## src/rtl/frame_pkg.sv

```systemverilog
`default_nettype none
// ============================================================================
// Module   : frame_pkg
// Brief    : Shared frame geometry constants and object-table types.
// Revision : 1.0 - initial release
// ============================================================================
package frame_pkg;

    localparam int COOR_WIDTH = 12;
    localparam int FRAME_W    = 1280;
    localparam int FRAME_H    = 300;
    localparam int NUM_OBJ    = 8;
    localparam int IDX_WIDTH  = 3;

    typedef logic [1:0] palette_t;

    typedef struct packed {
        logic [COOR_WIDTH-1:0] x;
        logic [COOR_WIDTH-1:0] y;
        logic [COOR_WIDTH-1:0] w;
        logic [COOR_WIDTH-1:0] h;
        palette_t              palette;
    } obj_t;

    localparam obj_t OBJ_DISABLED = '0;

endpackage
`default_nettype wire

```

## src/rtl/renderer_hit_test.sv

```systemverilog
`default_nettype none
// ============================================================================
// Module   : renderer_hit_test
// Brief    : Tests whether a pixel lies inside one object rectangle.
// Revision : 1.0 - initial release
// ============================================================================
module renderer_hit_test
    import frame_pkg::*;
(
    input  obj_t                  obj,
    input  logic [COOR_WIDTH-1:0] x,
    input  logic [COOR_WIDTH-1:0] y,
    output logic                  hit
);

    logic [COOR_WIDTH:0] x_end;
    logic [COOR_WIDTH:0] y_end;

    // One extra bit keeps far-edge sums from wrapping back to column/row 0.
    assign x_end = {1'b0, obj.x} + {1'b0, obj.w};
    assign y_end = {1'b0, obj.y} + {1'b0, obj.h};

    assign hit = (obj.palette != 2'd0)
               && (x >= obj.x) && ({1'b0, x} < x_end)
               && (y >= obj.y) && ({1'b0, y} < y_end);

endmodule
`default_nettype wire

```

## src/rtl/frame_renderer.sv

```systemverilog
`default_nettype none
// ============================================================================
// Module   : frame_renderer
// Brief    : Raster-scans the frame window once per buffer swap and emits the
//            per-pixel palette of the top-priority covering rectangle.
//            FRAME_RENDERER_OVERRUN_CNT_EN adds the overrun_count output.
// Revision : 1.0 - initial release
// ============================================================================
module frame_renderer #(
    parameter int COOR_WIDTH = frame_pkg::COOR_WIDTH,
    parameter int FRAME_W    = frame_pkg::FRAME_W,
    parameter int FRAME_H    = frame_pkg::FRAME_H,
    parameter int NUM_OBJ    = frame_pkg::NUM_OBJ,
    parameter int IDX_WIDTH  = frame_pkg::IDX_WIDTH
) (
    input  logic                  clk_33m,
    input  logic                  rst_n,
    input  logic                  rst_screen_33m,
    input  logic [1:0]            bg_palette,
    input  logic                  obj_wr_en,
    input  logic [IDX_WIDTH-1:0]  obj_wr_idx,
    input  logic [COOR_WIDTH-1:0] obj_x,
    input  logic [COOR_WIDTH-1:0] obj_y,
    input  logic [COOR_WIDTH-1:0] obj_w,
    input  logic [COOR_WIDTH-1:0] obj_h,
    input  logic [1:0]            obj_palette,
    output logic [COOR_WIDTH-1:0] write_x,
    output logic [COOR_WIDTH-1:0] write_y,
    output logic [1:0]            write_palette,
    output logic                  frame_busy,
    output logic                  frame_overrun
`ifdef FRAME_RENDERER_OVERRUN_CNT_EN
    ,
    output logic [15:0]           overrun_count
`endif
);

    import frame_pkg::*;

    localparam logic [COOR_WIDTH-1:0] X_LAST = COOR_WIDTH'(FRAME_W - 1);
    localparam logic [COOR_WIDTH-1:0] Y_LAST = COOR_WIDTH'(FRAME_H - 1);

    typedef enum logic [1:0] {
        ST_IDLE = 2'd0,
        ST_SCAN = 2'd1,
        ST_DONE = 2'd2
    } state_t;

    state_t                state_q, state_d;
    logic                  rst_screen_q;
    logic                  start;
    logic                  in_scan;
    logic                  overrun;
    logic                  last_pix;

    logic [COOR_WIDTH-1:0] x_q, x_d, y_q, y_d;
    obj_t                  shadow_q [NUM_OBJ];
    obj_t                  shadow_d [NUM_OBJ];
    obj_t                  active_q [NUM_OBJ];
    obj_t                  active_d [NUM_OBJ];
    palette_t              bg_q, bg_d;

    logic [NUM_OBJ-1:0]    hit;
    logic [NUM_OBJ-1:0]    hit_q, hit_d;
    logic [COOR_WIDTH-1:0] x2_q, x2_d, y2_q, y2_d;
    logic                  v2_q, v2_d;

    palette_t              sel_pal;
    logic [COOR_WIDTH-1:0] write_x_q, write_x_d, write_y_q, write_y_d;
    palette_t              write_pal_q, write_pal_d;
    logic                  overrun_q, overrun_d;

    always_comb begin
        start    = rst_screen_33m & ~rst_screen_q;
        in_scan  = (state_q == ST_SCAN);
        overrun  = start & in_scan;
        last_pix = (x_q == X_LAST) && (y_q == Y_LAST);
    end

    // Stage 1: scan FSM and pixel counter
    always_comb begin
        state_d = state_q;
        x_d     = x_q;
        y_d     = y_q;
        case (state_q)
            ST_IDLE: begin
                if (start) begin
                    state_d = ST_SCAN;
                    x_d     = '0;
                    y_d     = '0;
                end
            end
            ST_SCAN: begin
                if (start) begin
                    x_d = '0;
                    y_d = '0;
                end else if (last_pix) begin
                    state_d = ST_DONE;
                end else if (x_q == X_LAST) begin
                    x_d = '0;
                    y_d = y_q + 1'b1;
                end else begin
                    x_d = x_q + 1'b1;
                end
            end
            ST_DONE: begin
                if (start) begin
                    state_d = ST_SCAN;
                    x_d     = '0;
                    y_d     = '0;
                end else begin
                    state_d = ST_IDLE;
                end
            end
            default: state_d = ST_IDLE;
        endcase
    end

    // Active table takes the shadow contents from before any same-cycle write.
    always_comb begin
        for (int i = 0; i < NUM_OBJ; i++) begin
            shadow_d[i] = shadow_q[i];
            active_d[i] = start ? shadow_q[i] : active_q[i];
        end
        if (obj_wr_en && (int'(obj_wr_idx) < NUM_OBJ)) begin
            shadow_d[obj_wr_idx] = '{x: obj_x, y: obj_y, w: obj_w, h: obj_h,
                                     palette: obj_palette};
        end
        bg_d = start ? bg_palette : bg_q;
    end

    // Stage 2: per-slot hit test
    for (genvar g = 0; g < NUM_OBJ; g++) begin : g_hit
        renderer_hit_test u_hit (
            .obj (active_q[g]),
            .x   (x_q),
            .y   (y_q),
            .hit (hit[g])
        );
    end

    always_comb begin
        hit_d = hit;
        x2_d  = x_q;
        y2_d  = y_q;
        v2_d  = in_scan & ~start;
    end

    // Stage 3: priority select, highest index wins
    always_comb begin
        sel_pal = bg_q;
        for (int i = 0; i < NUM_OBJ; i++) begin
            if (hit_q[i]) begin
                sel_pal = active_q[i].palette;
            end
        end
        write_pal_d = (v2_q && !overrun) ? sel_pal : 2'd0;
        write_x_d   = x2_q;
        write_y_d   = y2_q;
        overrun_d   = overrun_q | overrun;
    end

    always_ff @(posedge clk_33m) begin
        if (!rst_n) begin
            state_q      <= ST_IDLE;
            rst_screen_q <= 1'b0;
            x_q          <= '0;
            y_q          <= '0;
            bg_q         <= 2'd0;
            hit_q        <= '0;
            x2_q         <= '0;
            y2_q         <= '0;
            v2_q         <= 1'b0;
            write_x_q    <= '0;
            write_y_q    <= '0;
            write_pal_q  <= 2'd0;
            overrun_q    <= 1'b0;
            for (int i = 0; i < NUM_OBJ; i++) begin
                shadow_q[i] <= OBJ_DISABLED;
                active_q[i] <= OBJ_DISABLED;
            end
        end else begin
            state_q      <= state_d;
            rst_screen_q <= rst_screen_33m;
            x_q          <= x_d;
            y_q          <= y_d;
            bg_q         <= bg_d;
            hit_q        <= hit_d;
            x2_q         <= x2_d;
            y2_q         <= y2_d;
            v2_q         <= v2_d;
            write_x_q    <= write_x_d;
            write_y_q    <= write_y_d;
            write_pal_q  <= write_pal_d;
            overrun_q    <= overrun_d;
            for (int i = 0; i < NUM_OBJ; i++) begin
                shadow_q[i] <= shadow_d[i];
                active_q[i] <= active_d[i];
            end
        end
    end

`ifdef FRAME_RENDERER_OVERRUN_CNT_EN
    logic [15:0] ovr_cnt_q, ovr_cnt_d;

    always_comb begin
        ovr_cnt_d = ovr_cnt_q;
        if (overrun && (ovr_cnt_q != 16'hFFFF)) begin
            ovr_cnt_d = ovr_cnt_q + 16'd1;
        end
    end

    always_ff @(posedge clk_33m) begin
        if (!rst_n) begin
            ovr_cnt_q <= 16'd0;
        end else begin
            ovr_cnt_q <= ovr_cnt_d;
        end
    end

    assign overrun_count = ovr_cnt_q;
`endif

    // The frame store ignores writes during the swap strobe, so suppress them here too.
    assign write_palette = rst_screen_33m ? 2'd0 : write_pal_q;
    assign write_x       = write_x_q;
    assign write_y       = write_y_q;
    assign frame_busy    = in_scan;
    assign frame_overrun = overrun_q;

endmodule
`default_nettype wire

```

## config.mk

```make
export PLATFORM = sky130hd
export DESIGN_NAME = frame_renderer
export DESIGN_NICKNAME = d
export VERILOG_FILES = /design/src/rtl/frame_pkg.sv /design/src/rtl/renderer_hit_test.sv /design/src/rtl/frame_renderer.sv
export SDC_FILE = /design/constraint.sdc
export NUM_CORES = 2
export LEC_CHECK = 0
export CORE_AREA = 2 2 325 231
export CTS_CLUSTER_SIZE = 40
export DETAILED_ROUTE_END_ITERATION = 12
export DIE_AREA = 0 0 327 233
export DONT_BUFFER_PORTS = 1
export PLACE_DENSITY = 0.78
export SYNTH_ARGS = -nofsm -noshare
export SYNTH_HDL_FRONTEND = slang
export SYNTH_SLANG_ARGS = --single-unit
```

## constraint.sdc

```tcl
create_clock -name clk_33m -period 3.9 [get_ports clk_33m]
set_input_delay 1.17 -clock clk_33m [delete_from_list [all_inputs] [get_ports clk_33m]]
set_output_delay 1.17 -clock clk_33m [all_outputs]
set_load 0.01 [all_outputs]
```

# [After elaboration in Yosys (flattened, before gate mapping)]
# Memories as Yosys holds them, arrays and structs flattened.
# Cells that the tools add are included.
[op_classes] n_mux=53 eq_ne=10 bitwise_logic=23 n_addsub=18 magnitude_cmp=34 reduce_logical=51
[op_table] op="50-bit two-way mux" n=25
[op_table] op="400-bit bitwise mux" n=1
[op_table] op="400-bit two-way mux" n=1
[op_table] op="12-bit by 12-bit adder with 13-bit output" n=16
[op_table] op="12-bit by 13-bit less-than comparator with 1-bit output" n=16
[op_table] op="12-bit >= comparator" n=16
[op_table] op="50-bit demux with 3-bit select" n=1
[op_table] op="12-bit two-way mux" n=7
[op_table] op="12-bit one-hot mux with 2 select lines" n=2
[op_table] op="1-bit logical AND" n=35
[op_table] op="12-bit by 1-bit adder with 12-bit output, second input constant" n=2
[op_table] op="2-bit two-way mux" n=12
[op_table] op="2-bit nonzero test" n=9
[op_table] op="1-bit OR" n=17
[op_table] op="12-bit by 11-bit equality test with 1-bit output, second input constant" n=1
[op_table] op="12-bit by 9-bit equality test with 1-bit output, second input constant" n=1
[op_table] op="2-bit one-hot mux with 3 select lines" n=1
[op_table] op="3-bit AND reduction" n=2
[op_table] op="4-bit >= comparator, second input constant" n=1
[op_table] op="4-bit by 1-bit less-than comparator with 1-bit output, second input constant" n=1
[op_table] op="2-bit by 1-bit != test with 1-bit output, second input constant" n=2
[op_table] op="2-bit != test, second input constant" n=2
[op_table] op="3-bit NOT with 4-bit output" n=1
[op_table] op="4-bit AND reduction" n=1
[op_table] op="11 further kinds" n=16
[totals] input_bits=59 out_inout_bits=28 ff_bits=89 ramBits=800 memories=2 wordCells=204
[mem_list] name="active_q" depth=8 word_bits=50 read_ports=8 rd_clocked_by_memory_dff=0 wr=8 line_no="frame_renderer.sv:59" rtl="obj_t active_q [NUM_OBJ];"
[mem_list] name="shadow_q" depth=8 word_bits=50 read_ports=8 rd_clocked_by_memory_dff=0 wr=8 line_no="frame_renderer.sv:57" rtl="obj_t shadow_q [NUM_OBJ];"

# [Longest topological paths before layout]
# An unclocked memory read counts as a cell.
[depth] ltp_word=9 ltp_mapped=17 ltp_nobuf=17

# [Hierarchy]
# A second synthesis with hierarchy kept.
[hier_totals] hier_cells=6015 area_unflattened_um2=49511.2
[by_module_without_submodules] module="frame_renderer" area_per_inst_um2=32814.0 seq_area_each_um2=17797.1 cells_per_inst=3871 n_inst=1
[by_module_without_submodules] module="renderer_hit_test at g_hit[0].u_hit ..." area_per_inst_um2=2113.3 seq_area_each_um2=0.0 cells_per_inst=271 n_inst=4
[by_module_without_submodules] module="renderer_hit_test at g_hit[5].u_hit ..." area_per_inst_um2=2060.7 seq_area_each_um2=0.0 cells_per_inst=265 n_inst=3
[by_module_without_submodules] module="renderer_hit_test at g_hit[2].u_hit" area_per_inst_um2=2062.0 seq_area_each_um2=0.0 cells_per_inst=265 n_inst=1

# [Least setup slack after synthesis]
# Ideal clock, no wire load.
[synth_path] path_kind="register -> register" start="memory active_q[0][88] (netlist name)" end="register hit_q[1]" setup_slack_ns=0.613 synth_period_minus_slack_ns=3.287 setup_ns=0.115 path_stages_with_launch=18 n_path_buf=0 t_arrival_ns=3.172 required_time_ns=3.785 cell_sequence="dfxtp_1 -> ha_1 -> inv_1 -> fa_1 -> nor2b_1 -> o21a_1 -> a311oi_1 -> o2bb2ai_1 -> o21bai_1 -> a21oi_1 -> xor2_1 -> ha_1 -> or4_1 -> a211oi_1 -> o21ai_0 -> a21oi_1 -> nor2_1 -> a2111oi_0"
[synth_lines] element="from (decl)" line_no="frame_renderer.sv:59"
[synth_lines] element="to (signal assigned)" line_no="frame_renderer.sv:188" rtl="hit_q <= hit_d;"
[synth_lines] element="to (decl)" line_no="frame_renderer.sv:64" rtl="logic [NUM_OBJ-1:0] hit_q, hit_d;"

==> run metrics <==
Logic pwr share=0.054; Initial Util=0.6377; leakage=19.32 nW; CP startpoint kind=flop; mapped cell area=0.04643 mm2; vias post-DR=40.45k; vias in the first global route=37.54k; non-filler cells in the finished layout=6799; DRT Pass-1 Iters=8; antenna violations before repair=2; CTS tree=done; CP Class=reg2reg; routability-driven placement congestion ratio=0.9297; worst path required time=4410 ps; clock root buffer=clkbuf_16; Fin Clk Skew=25.26 ps; Max-Cap Viols=0; period utilization=0.9543; sequential share of the synthesized area=0.3833; FP Rows=83; internal power=14.75 mW; Cell Pwr Density=383.9 mW/mm2; port buffer count=0; CP Capture Type=flop; Syn Nets=6538; GRT Util Overall=0.3335; Area growth, synth to finish=8.379%; Via density=5.949; core box area=0.07280 mm2; Slew Limit Fails=0; CP max-delay cell=a211oi_1; Worst Path Max Fanout=3; setup TNS=0 ps; Skew-Pair Late Insertion Delay=660 ps; Avg Cell Area, Syn=7.868 um2; Final HPWL DP=90940 um; clk slew on worst S/H paths=70 ps; Hold-fix buffers, CTS=0; placed insts=6644; commonest register cell after synthesis=dfxtp_1; Cells after Synth=5901; Final setup viols=0; clock sinks=889; crit path time final=3722 ps; Remaining DRCs=0; layout net count=6392; WL final=129000 um; Cell Area, Placed=0.04730 mm2; final setup margin=178.3 ps; worst hold path type=reg2reg; share of power burned in registers=0.481; Diodes inserted=0; IO Count=87; Die H=233 um; clk buf depth=3; drt first-iter violations=3926; die area=0.07619 mm2; Yosys cell types=75; outcome=completed; EDFF count, synth=0; Critical Path AT=4240 ps; Clk pwr share=0.466; first-pass GRT wire length=202700 um; Hold Vio Cnt, Final=0; total power=19.31 mW; # Post-CTS Setup Buffers=0; met3 wire length=11000 um; VDD IR max=0.5115 mV; synthesis-stage register bit count=889; Final Util=0.6912; register area=0.01780 mm2; Final ANT Viol Nets=0; die span in x=327 um; crit-path cells=ha_1, inv_1, fa_1, nor2b_1, o31a_1, o31a_1, o31ai_1, nand2_1, a21o_1, xnor2_1, ha_1, o21a_1, o221ai_1, a211oi_1, nor4_1; Psw=4.566 mW; htree depth=3; total CTS buffers=86; Largest stage delay, worst path=680 ps; hold slack=431.9 ps; worst slack, placed=229.8 ps; WL met2=55520 um; multi-input logic area=0.02643 mm2; Filler cells=5883; aggregate global routing overflow=0; maximum number of pins on one net before global-route repair=117; fin area=0.05032 mm2; RSZ-0062 raised after global routing=false; Async S/R FF share, synth=0; max_slew headroom=0.2885; wl on met1=57480 um; routed length per placed instance=18.97 um; YS warnings=0; share of cells above drive strength 1=0.04535; sw frac=0.2364; FMAX=268.7 MHz; Worst Tran Pin Value=1067 ps; top layer in use=met4
## cell usage in the layout (no fill, tap or decap), drive strengths merged, types with 42 or more instances in the layout
cell type     n
xor2        102
clkbuf      110
a21oi       965
nand2      1705
o21ai       148
buf          88
xnor2        53
inv         276
and2         51
dfxtp       889
nand3        42
nand2b       70
ha          562
nor3         57
o21a         63
a21o         82
nor2        145
## layout make-up
class / instances / share of cell area
multi-input combinational: 4420 / 0.5254
sequential: 889 / 0.3537
clock buffer: 110 / 0.04680
tap: 977 / 0.02429
inverter: 270 / 0.02029
timing repair buffer: 88 / 0.01661
clock inverter: 45 / 0.01296
## synthesized netlist by cell type, drive strengths merged, types with 20 or more instances
library cell	instances	area share
a2111oi	20	0.0038
a211oi	29	0.0047
a21o	82	0.013
a21oi	965	0.10
a31oi	20	0.0027
and2	51	0.0070
clkbuf	307	0.026
dfxtp	889	0.38
ha	562	0.15
inv	270	0.022
nand2	1705	0.14
nand2b	70	0.0094
nand3	42	0.0045
nand4	31	0.0043
nor2	145	0.012
nor2b	41	0.0055
nor3	57	0.0061
o21a	63	0.010
o21ai	148	0.016
xnor2	53	0.010
xor2	102	0.019
## sequential cells by signal, indices dropped and copies added (netlist names)
name	count
hit_q	8
v2_q	1
frame_overrun	1
write_x	12
write_y_d	12
write_y	12
state_q	2
bg_q	2
y2_d	12
x2_d	12
active_q	400
rst_screen_q	1
write_x_d	12
shadow_q	400
write_pal_q	2
## cell families after synthesis
logic type | synth area share
AO/OA/AOI/OAI | 0.1819
XOR/XNOR | 0.02924
adder cells (fa/ha/maj) | 0.1584
buffers and inverters | 0.04953
flip-flops | 0.3833
multiplexers | 0.001347
AND/OR/NAND/NOR | 0.1963
## critical path: cells and delay by family, from the launching register on
family / cells / cell delay, ps
flip-flops: 1 / 330
XOR/XNOR: 1 / 120
buffers and inverters: 1 / 70
AO/OA/AOI/OAI: 7 / 2020
adder cells (fa/ha/maj): 3 / 700
AND/OR/NAND/NOR: 3 / 330
## layer usage
metal,track usage,vias to the layer above
met2,0.5225,1419
met5,0,-
li1,-,19650
met3,0.04646,241
met4,0.1239,0
met1,0.4677,19130
## power by group through the flow
stage	sequential [mW]	combinational, mW	clock [mW]
finish	9.28	1.04	8.99
global route	9.29	1.13	9.44
CTS	9.28	1.02	9.05
detailed placement	9.49	1.02	0
global placement	9.48	0.997	0
floorplan	9.47	0.778	0
## worst paths after layout
path	to	slack, ps	cells after the start	startpoint
setup / recovery	hit_q[4]	180	15	active_q[1][26]
hold / removal	write_x[4]	430	1	write_x_d[4]
setup reg to reg	hit_q[4]	180	15	active_q[1][26]
hold reg to reg	write_x[4]	430	1	write_x_d[4]
## repair_timing
item                                    4_1_cts  5_1_grt
resized for setup                             0        1
endpoints found under the hold margin         0        0
endpoints found under the setup margin        0        1
Power figures use the tool's default switching activity.
